<file path="config.mk">
export PLATFORM = sky130hd
export DESIGN_NAME = seq101_frame_tx
export DESIGN_NICKNAME = d
export VERILOG_FILES = /design/src/rtl/seq101_frame_tx.sv
export SDC_FILE = /design/constraint.sdc
export NUM_CORES = 1
export LEC_CHECK = 0
export CAP_MARGIN = 20
export CORE_ASPECT_RATIO = 0.75
export CORE_MARGIN = 8
export CORE_UTILIZATION = 50
export CTS_CLUSTER_DIAMETER = 60
export DETAILED_ROUTE_END_ITERATION = 7
export PLACE_DENSITY = 0.75
export SYNTH_ARGS = -nofsm -noshare
export SYNTH_HDL_FRONTEND = slang
export SYNTH_SLANG_ARGS = --single-unit
</file>
<file path="constraint.sdc">
create_clock -name clk -period 2.66 [get_ports clk]
set_input_delay 0.266 -clock clk [delete_from_list [all_inputs] [get_ports clk]]
set_output_delay 0.266 -clock clk [all_outputs]
set_load 0.005 [all_outputs]
</file>
<file path="src/rtl/seq101_frame_tx.sv">
// seq101_frame_tx: serialises a word as "101" sync, MSB-first data, optional even parity, then a zero gap
module seq101_frame_tx #(
   parameter int DATA_W     = 8,
   parameter int PARITY_EN  = 1,
   parameter int GAP_CYCLES = 2
) (
   input  logic              clk,
   input  logic              aresetn,
   input  logic [DATA_W-1:0] in_data,
   input  logic              in_valid,
   output logic              in_ready,
   output logic              x_out,
   output logic              busy,
   output logic              done
);
   localparam int M1   = DATA_W > 3 ? DATA_W : 3;
   localparam int MAXC = M1 > GAP_CYCLES ? M1 : GAP_CYCLES;
   localparam int CW   = $clog2(MAXC + 1);
   localparam logic [CW-1:0] ONE   = CW'(1);
   localparam logic [CW-1:0] DLAST = CW'(DATA_W - 1);
   localparam logic [CW-1:0] GLAST = CW'(GAP_CYCLES - 1);

   typedef enum logic [2:0] {IDLE, SYNC, DATA, PAR, GAP} state_t;

   state_t            state, state_d;
   logic [CW-1:0]     cnt, cnt_d;
   logic [DATA_W-1:0] sr, sr_d;
   logic              par, par_d, x_d, done_d;

   assign in_ready = state == IDLE;
   assign busy     = state != IDLE;

   // state, counters, shift register and registered line/done outputs; async clear abandons any frame
   always_ff @(posedge clk or negedge aresetn) begin
      if (!aresetn) begin
         state <= IDLE;
         cnt   <= '0;
         sr    <= '0;
         par   <= 1'b0;
         x_out <= 1'b0;
         done  <= 1'b0;
      end else begin
         state <= state_d;
         cnt   <= cnt_d;
         sr    <= sr_d;
         par   <= par_d;
         x_out <= x_d;
         done  <= done_d;
      end
   end

   // next state and the bit driven onto the line at the coming edge; the accept edge emits the first sync 1
   always_comb begin
      state_d = state;
      sr_d    = sr;
      par_d   = par;
      x_d     = 1'b0;
      done_d  = 1'b0;
      case (state)
         IDLE: if (in_valid) begin
            state_d = SYNC;
            sr_d    = in_data;
            par_d   = ^in_data;
            x_d     = 1'b1;
         end
         SYNC: begin
            x_d     = cnt == ONE;
            state_d = cnt == ONE ? DATA : SYNC;
         end
         DATA: begin
            x_d  = sr[DATA_W-1];
            sr_d = sr << 1;
            if (cnt == DLAST) state_d = (PARITY_EN != 0) ? PAR : GAP;
         end
         PAR: begin
            x_d     = par;
            state_d = GAP;
         end
         GAP: if (cnt == GLAST) begin
            state_d = IDLE;
            done_d  = 1'b1;
         end
         default: state_d = IDLE;
      endcase
      cnt_d = (state_d != state || state == IDLE) ? '0 : cnt + ONE;
   end
endmodule

</file>
==> impl_results.md, run 1 <==
- Crit path capture: in_ready
- DR iter-0 viols: 13
- Status: finished, final reports clean
- Final Cycle Share: 0.769
- GPL Wtd Cong: ~0.7
- R2r setup slk: slightly above 0.9 ns
- Post-CTS Setup Repair Bufs: 0
- CP Data Required Time: around 2.4 ns
- Hold buffers post-CTS: 0
- Fin. Hold Viols: 0
- Via count: approximately 670
- GRT Overall Usage: 0.106
- Syn Inst Count: 92
- Worst hold path class: primary input to asynchronous set/reset pin
- Worst slew pin tran: slightly above 0.8 ns
- H-tree Lvls: 1
- Worst R2R Path Depth: 6
- GR Overflow Total: 0
- Initial antenna violation count: 0
- Detailed Route WL: between 1500 and 2000 um
- Post-cts sizing count: 0
- Synth Register Bits: 18
- Cts bufs inserted: 3
- Power density over the cells: around 1100 nW/um^2
- I/O pins: 15
- DRT antenna net count: 0
- Final net count: 120
- Final slew viol count: 0
- Number of buffers added on ports: 14
- Asr flop ratio synth: 1.00
- Synth Net Count: about 110
- Setup violators final: 0
- Post-DR wirelength/cell: 13.0 um
- Synth-to-Final Area Change: 15.5%
- Rel. slew slack: 0.460
- Most common cell in the netlist: dfrtp_1
- Static Leak: ~0.46 nW
- CP Launch Type: register
- CTS tree: built
- DRC errors left: 0
- Initial Utilization: 0.512
- Setup CP Type: register to output port
- Die area: 3660 sq um
- Critical R2R Capture: cnt[0]
- Fillers: 173
- CTS Root Cell: clkbuf_4
- Synth area leaders: dfrtp_1, mux2i_1, xnor2_1
- Clk sinks: 18
- First-pass DRT Iterations: 4
- EDFF count, synth: 0
- Top cell type's share of synthesized area: 0.457
- Cell accounting for the most synthesized area: dfrtp_1
- FF-to-FF Start: cnt[1]
- Mean post-synth cell area: between 10 and 15 sq um
- Worst-skew pair later-pin latency: around 0.29 ns
- Reg clk slew, reported paths: ~0.11 ns
- Largest net degree at the start of global routing: 19
- Stages on worst setup path: 3
- Number of distinct library cells after synthesis: 29
- Critical Path Start: state[0]
- FMAX: roughly 0.49 GHz
- Max_cap viols: 0
- Worst-path maximum fanout: 11
- Clock Tree Buf Depth: 2
- Final hold slack: approximately 0.43 ns
- Die span in y: 54.5 um
- Avg Vias per Cell: approximately 5.2
- Die W: 67.3 um
- Synth Warn #: 0
- CP Data Arrival Time: approximately 1.8 ns
- Bufs and invs on worst path: 2
- Hpwl dp: 1250 um
- # placed instances: approximately 130
- Number of global-route vias before repair: a little under 700
- Register area share after synthesis: 0.457
- Cell Count, Final, Fillers Out: 130
- Core area: between 1500 and 2000 sq um
- Max VDD drop: 589 uV
- Diode count: 0
- Worst-path cell chain: or3_4, inv_2, clkdlybuf4s50_1
- Crit path largest cell delay: 0.52 ns
- Min Tclk post-route: 2.04 ns
- Worst Setup End Kind: output port
- Wire length of the first global-routing pass: around 3000 um
- Layout cells sized above 1: 0.123
- RSZ-0062 raised after global routing: false
- Synth top cells by count: dfrtp_1, mux2i_1, xnor2_1
- Rows: 14
- Fin Setup TNS: 0 ns
- Mapped cell area: between 900 and 1000 sq um
- Critical-path top delay cell: dfrtp_1
- Synth Flop Type: dfrtp_1
- Clock skew: slightly above 0.006 ns
- Top delay family on crit path: buffers and inverters
## per-stage QoR
stage	cell area (sq um)	setup WS, ns	utilization	power, mW
2_1_floorplan	986	1.14	-	0.969
3_3_place_gp	1100	0.962	0.572	1.05
3_5_place_dp	1100	0.932	0.572	1.07
4_1_cts	1140	0.594	0.591	1.25
5_1_grt	1140	0.534	0.591	1.35
6_report	1140	0.616	0.591	1.23
## state kept, by name, indices dropped and copies added (netlist names)
name,cells
done,1
par,1
cnt,4
state,3
x_out,1
sr,8
## worst min-delay path by stage
stage               slack [ns]     end
floorplan                -0.03  cnt[0]
global placement          0.46   sr[4]
detailed placement        0.47   sr[5]
CTS                       0.45   sr[1]
global route              0.49   sr[1]
finish                    0.43   sr[1]
## power breakdown
part	switching, mW	internal, mW	total [mW]
Combinational	0.260	0.298	0.558
Clock	0.0851	0.0833	0.168
Sequential	0.111	0.392	0.504
Total	0.456	0.774	1.23
## worst register-to-register path: cells and delay by family, from the launching register on
kind / cells / cell delay (ns)
AND/OR/NAND/NOR: 3 / 0.83
flip-flops: 1 / 0.40
AO/OA/AOI/OAI: 1 / 0.20
buffers and inverters: 1 / 0.06
adder cells (fa/ha/maj): 1 / 0.13
## routing by layer
metal,vias to the layer above,GRT usage,wire (um)
met5,-,0,0
met4,0,0.0415,10
met3,2,0.0245,85
met2,9,0.165,735
met1,318,0.141,863
li1,344,-,-
## placed cells by master (no fill, tap or decap), drive strengths merged
cell type,n
and2,1
buf,1
o31ai,1
nor3,1
or2,1
o21ai,8
nand3b,3
or3,1
a211oi,3
o21bai,1
clkdlybuf4s50,14
nor2,7
clkbuf,4
inv,2
dfrtp,18
nand2,8
nand2b,1
mux2i,9
xnor2,9
ha,2
and3,2
a21oi,5
nor3b,2
nor2b,2
## layout make-up
class | count | area (sq um) | share of cell area
Multi-Input combinational cell | 67 | 467 | 0.410
Sequential cell | 18 | 450 | 0.396
Timing Repair Buffer | 15 | 148 | 0.130
Clock buffer | 4 | 36.3 | 0.0319
Tap cell | 24 | 30.0 | 0.0264
Inverter | 2 | 7.51 | 0.00659
## cell families (layout without fill, tap and decap cells)
group,count (synthesis),count (layout),share of synthesized area
muxes,9,9,0.0914
DFF,18,18,0.457
xor gates and xnor gates,9,9,0.0800
AOI/OAI and AO/OA,18,18,0.112
buffers and inverters,7,21,0.0698
and+or+nand+nor,29,29,0.165
adders and majority gates,2,2,0.0254
(Power assumes the default switching activity.)
==> run 2, diff against run 1 <==
CORE_UTILIZATION = 47   (was 50)
PLACE_DENSITY = 0.74   (was 0.75)
clock period = 1.8 ns   (was 2.66 ns; I/O delays follow)
==> run 2 against run 1 <==
  * Clock skew down 0.0017 ns
  * Critical path depth down 1
  * Total power up 54%
  * Sequential share of layout area down 1.5 points
  * Critical path type unchanged
  * Highest routed layer unchanged
==> impl_results.md, run 2 (synthesis gave the netlist of run 1 again) <==
- Synth-to-Final Area Change: 19.9% (was 15.5%)
- Fin area: 1180 sq um (was 1140 sq um)
- GPL Wtd Cong: 0.749 (was 0.717)
- Post-DR wirelength/cell: 13.3 um (was 13.0 um)
- Initial Utilization: 0.494 (was 0.512)
- First-pass DRT Iterations: 4 (unchanged)
- Combinational group share of total power: 0.512 (was 0.454)
- Final setup margin: 0.0873 ns (was 0.616 ns)
- Via count: 707 (was 673)
- GRT Overall Usage: 0.108 (was 0.106)
- Status: finished, final reports clean (unchanged)
- Post-Place Worst Slack: 0.316 ns (was 0.932 ns)
- Worst-path maximum fanout: 2 (was 11)
- Worst-skew pair later-pin latency: 0.30 ns (was 0.29 ns)
- Instance area at placement: 1150 sq um (was 1100 sq um)
- Commonest non-fill, non-tap cells in the layout: dfrtp_1, clkdlybuf4s50_1, mux2i_1, xnor2_1, nand2_1 (unchanged)
- Final Cycle Share: 0.952
- CP Data Arrival Time: 1.53 ns (was 1.78 ns)
- Final hold slack: 0.192 ns (was 0.433 ns)
- Cell Count, Final, Fillers Out: 136 (was 130)
- Worst Setup End Kind: output port (unchanged)
- Initial antenna violation count: 0 (unchanged)
- Die W: 68.9 um (was 67.3 um)
- Worst R2R Path Depth: 6 (unchanged)
- R2r setup slk: 0.30 ns (was 0.93 ns)
- Cts bufs inserted: 3 (unchanged)
- FF-to-FF Start: cnt[1] (unchanged)
- Largest Register: sr (unchanged)
- # placed instances: 132 (was 126)
- Largest regs: sr (8), cnt (4), state (3) (unchanged)
- DRT antenna net count: 0 (unchanged)
- Worst hold path class: primary input to asynchronous set/reset pin (unchanged)
- Max VDD drop: 1040 uV (was 589 uV)
- Setup violators final: 0 (unchanged)
- DR iter-0 viols: 19 (was 13)
- Avg Vias per Cell: 5.20 (was 5.18)
- Min Tclk post-route: approximately 1.7 ns
- Max_cap viols: 0 (unchanged)
- Detailed Route WL: 1810 um (was 1690 um)
- DRC errors left: 0 (unchanged)
- Critical R2R Capture: x_out (was cnt[0])
- Final slew viol count: 0 (unchanged)
- Layout cells sized above 1: 0.170 (was 0.123)
- Rel. slew slack: 0.777 (was 0.460)
- Number of buffers added on ports: 14 (unchanged)
- Clock skew: 0.00440 ns (was 0.00607 ns)
- Switch Pwr: 0.697 mW (was 0.456 mW)
- Setup CP Type: register to output port (unchanged)
- GR Overflow Total: 0 (unchanged)
- Die area: 3830 sq um (was 3660 sq um)
- Power Internal: 1.20 mW (was 0.774 mW)
- Largest net degree at the start of global routing: 19 (unchanged)
- Largest register FFs: 8 (unchanged)
- Layout Utilization: 0.592 (was 0.591)
- Core area: 2000 sq um (was 1930 sq um)
- Commonest non-fill, non-tap cell in the layout: dfrtp_1 (unchanged)
- Rows: 14 (unchanged)
- Hpwl dp: 1370 um (was 1250 um)
- Fin Setup TNS: 0 ns (unchanged)
- Sequential Power Share: 0.355 (was 0.409)
- FMAX: 0.584 GHz
- Fillers: 188 (was 173)
- Die span in y: 55.7 um (was 54.5 um)
- Final net count: 126 (was 120)
- Clock Tree Buf Depth: 2 (unchanged)
- CTS tree: built (unchanged)
- Static Leak: 0.497 nW (was 0.465 nW)
- CP Data Required Time: 1.62 ns (was 2.39 ns)
- Power, Total: 1.89 mW (was 1.23 mW)
- Clock share of power: 0.133 (was 0.137)
- Power density over the cells: 1600 nW/um^2 (was 1080 nW/um^2)
- Hold buffers post-CTS: 0 (unchanged)
- Number of global-route vias before repair: 705 (was 692)
- Fin. Hold Viols: 0 (unchanged)
- Wire length of the first global-routing pass: 3130 um (was 3010 um)
- Net Sw Frac: 0.368 (was 0.371)
- CTS Root Cell: clkbuf_4 (unchanged)
- Reg clk slew, reported paths: 0.10 ns (was 0.11 ns)
- RSZ-0062 raised after global routing: false (unchanged)
- H-tree Lvls: 1 (unchanged)
- Worst slew pin tran: 0.334 ns (was 0.808 ns)
- I/O pins: 15 (unchanged)
- CP Launch Type: register (unchanged)
- Diode count: 0 (unchanged)
- Clk sinks: 18 (unchanged)
[run 2: changes by cell type in the layout (fill, tap and decap cells not counted)]
cell	change
dlygate4sd2_1	+1
buf_4	+6
clkdlybuf4s50_1	-1
[run 2: layout make-up]
cell class / count / area [sq um] / area share
multi-input combinational: 67 / 467 / 0.395
sequential: 18 / 450 / 0.381
timing repair buffer: 21 / 191 / 0.162
clock buffer: 4 / 36.3 / 0.0307
tap: 24 / 30.0 / 0.0254
inverter: 2 / 7.51 / 0.00635
[run 2: metal layers]
| metal | wire, um | GRT usage | vias up |
|---|---|---|---|
| met5 | 0 | 0 | - |
| met4 | 41 | 0.0429 | 0 |
| met3 | 112 | 0.0503 | 5 |
| met2 | 864 | 0.154 | 12 |
| met1 | 794 | 0.135 | 334 |
| li1 | - | - | 356 |
[run 2: critical path, stage by stage, from the launching register on]
cell             delay [ns]
dfrtp_1                0.39
or3_4                  0.39
clkdlybuf4s50_1        0.45
[run 2: what timing repair did]
item | in CTS | in global routing
setup endpoints to repair | 1 | 0
buffers inserted | 0 | 0
gates resized for setup | 1 | 0
[run 2: worst max path at each step]
| stage | startpoint | endpoint | slack, ns | cells after the start |
|---|---|---|---|---|
| 3_5_place_dp | state[1] | in_ready | 0.32 | 3 |
| 3_3_place_gp | state[1] | in_ready | 0.33 | 3 |
| 6_report | state[1] | busy | 0.09 | 2 |
| 5_1_grt | state[1] | busy | 0.04 | 2 |
| 2_1_floorplan | state[2] | sr[4] | 0.28 | 7 |
| 4_1_cts | state[1] | busy | 0.06 | 2 |
[run 2: power groups by stage]
stage               registers, mW  logic (mW)  clock network (mW)
floorplan                   0.663       0.769                   0
global placement            0.672       0.957                   0
detailed placement          0.681       0.990                   0
CTS                         0.672       0.981               0.267
global route                0.693        1.09               0.283
finish                      0.672       0.970               0.252
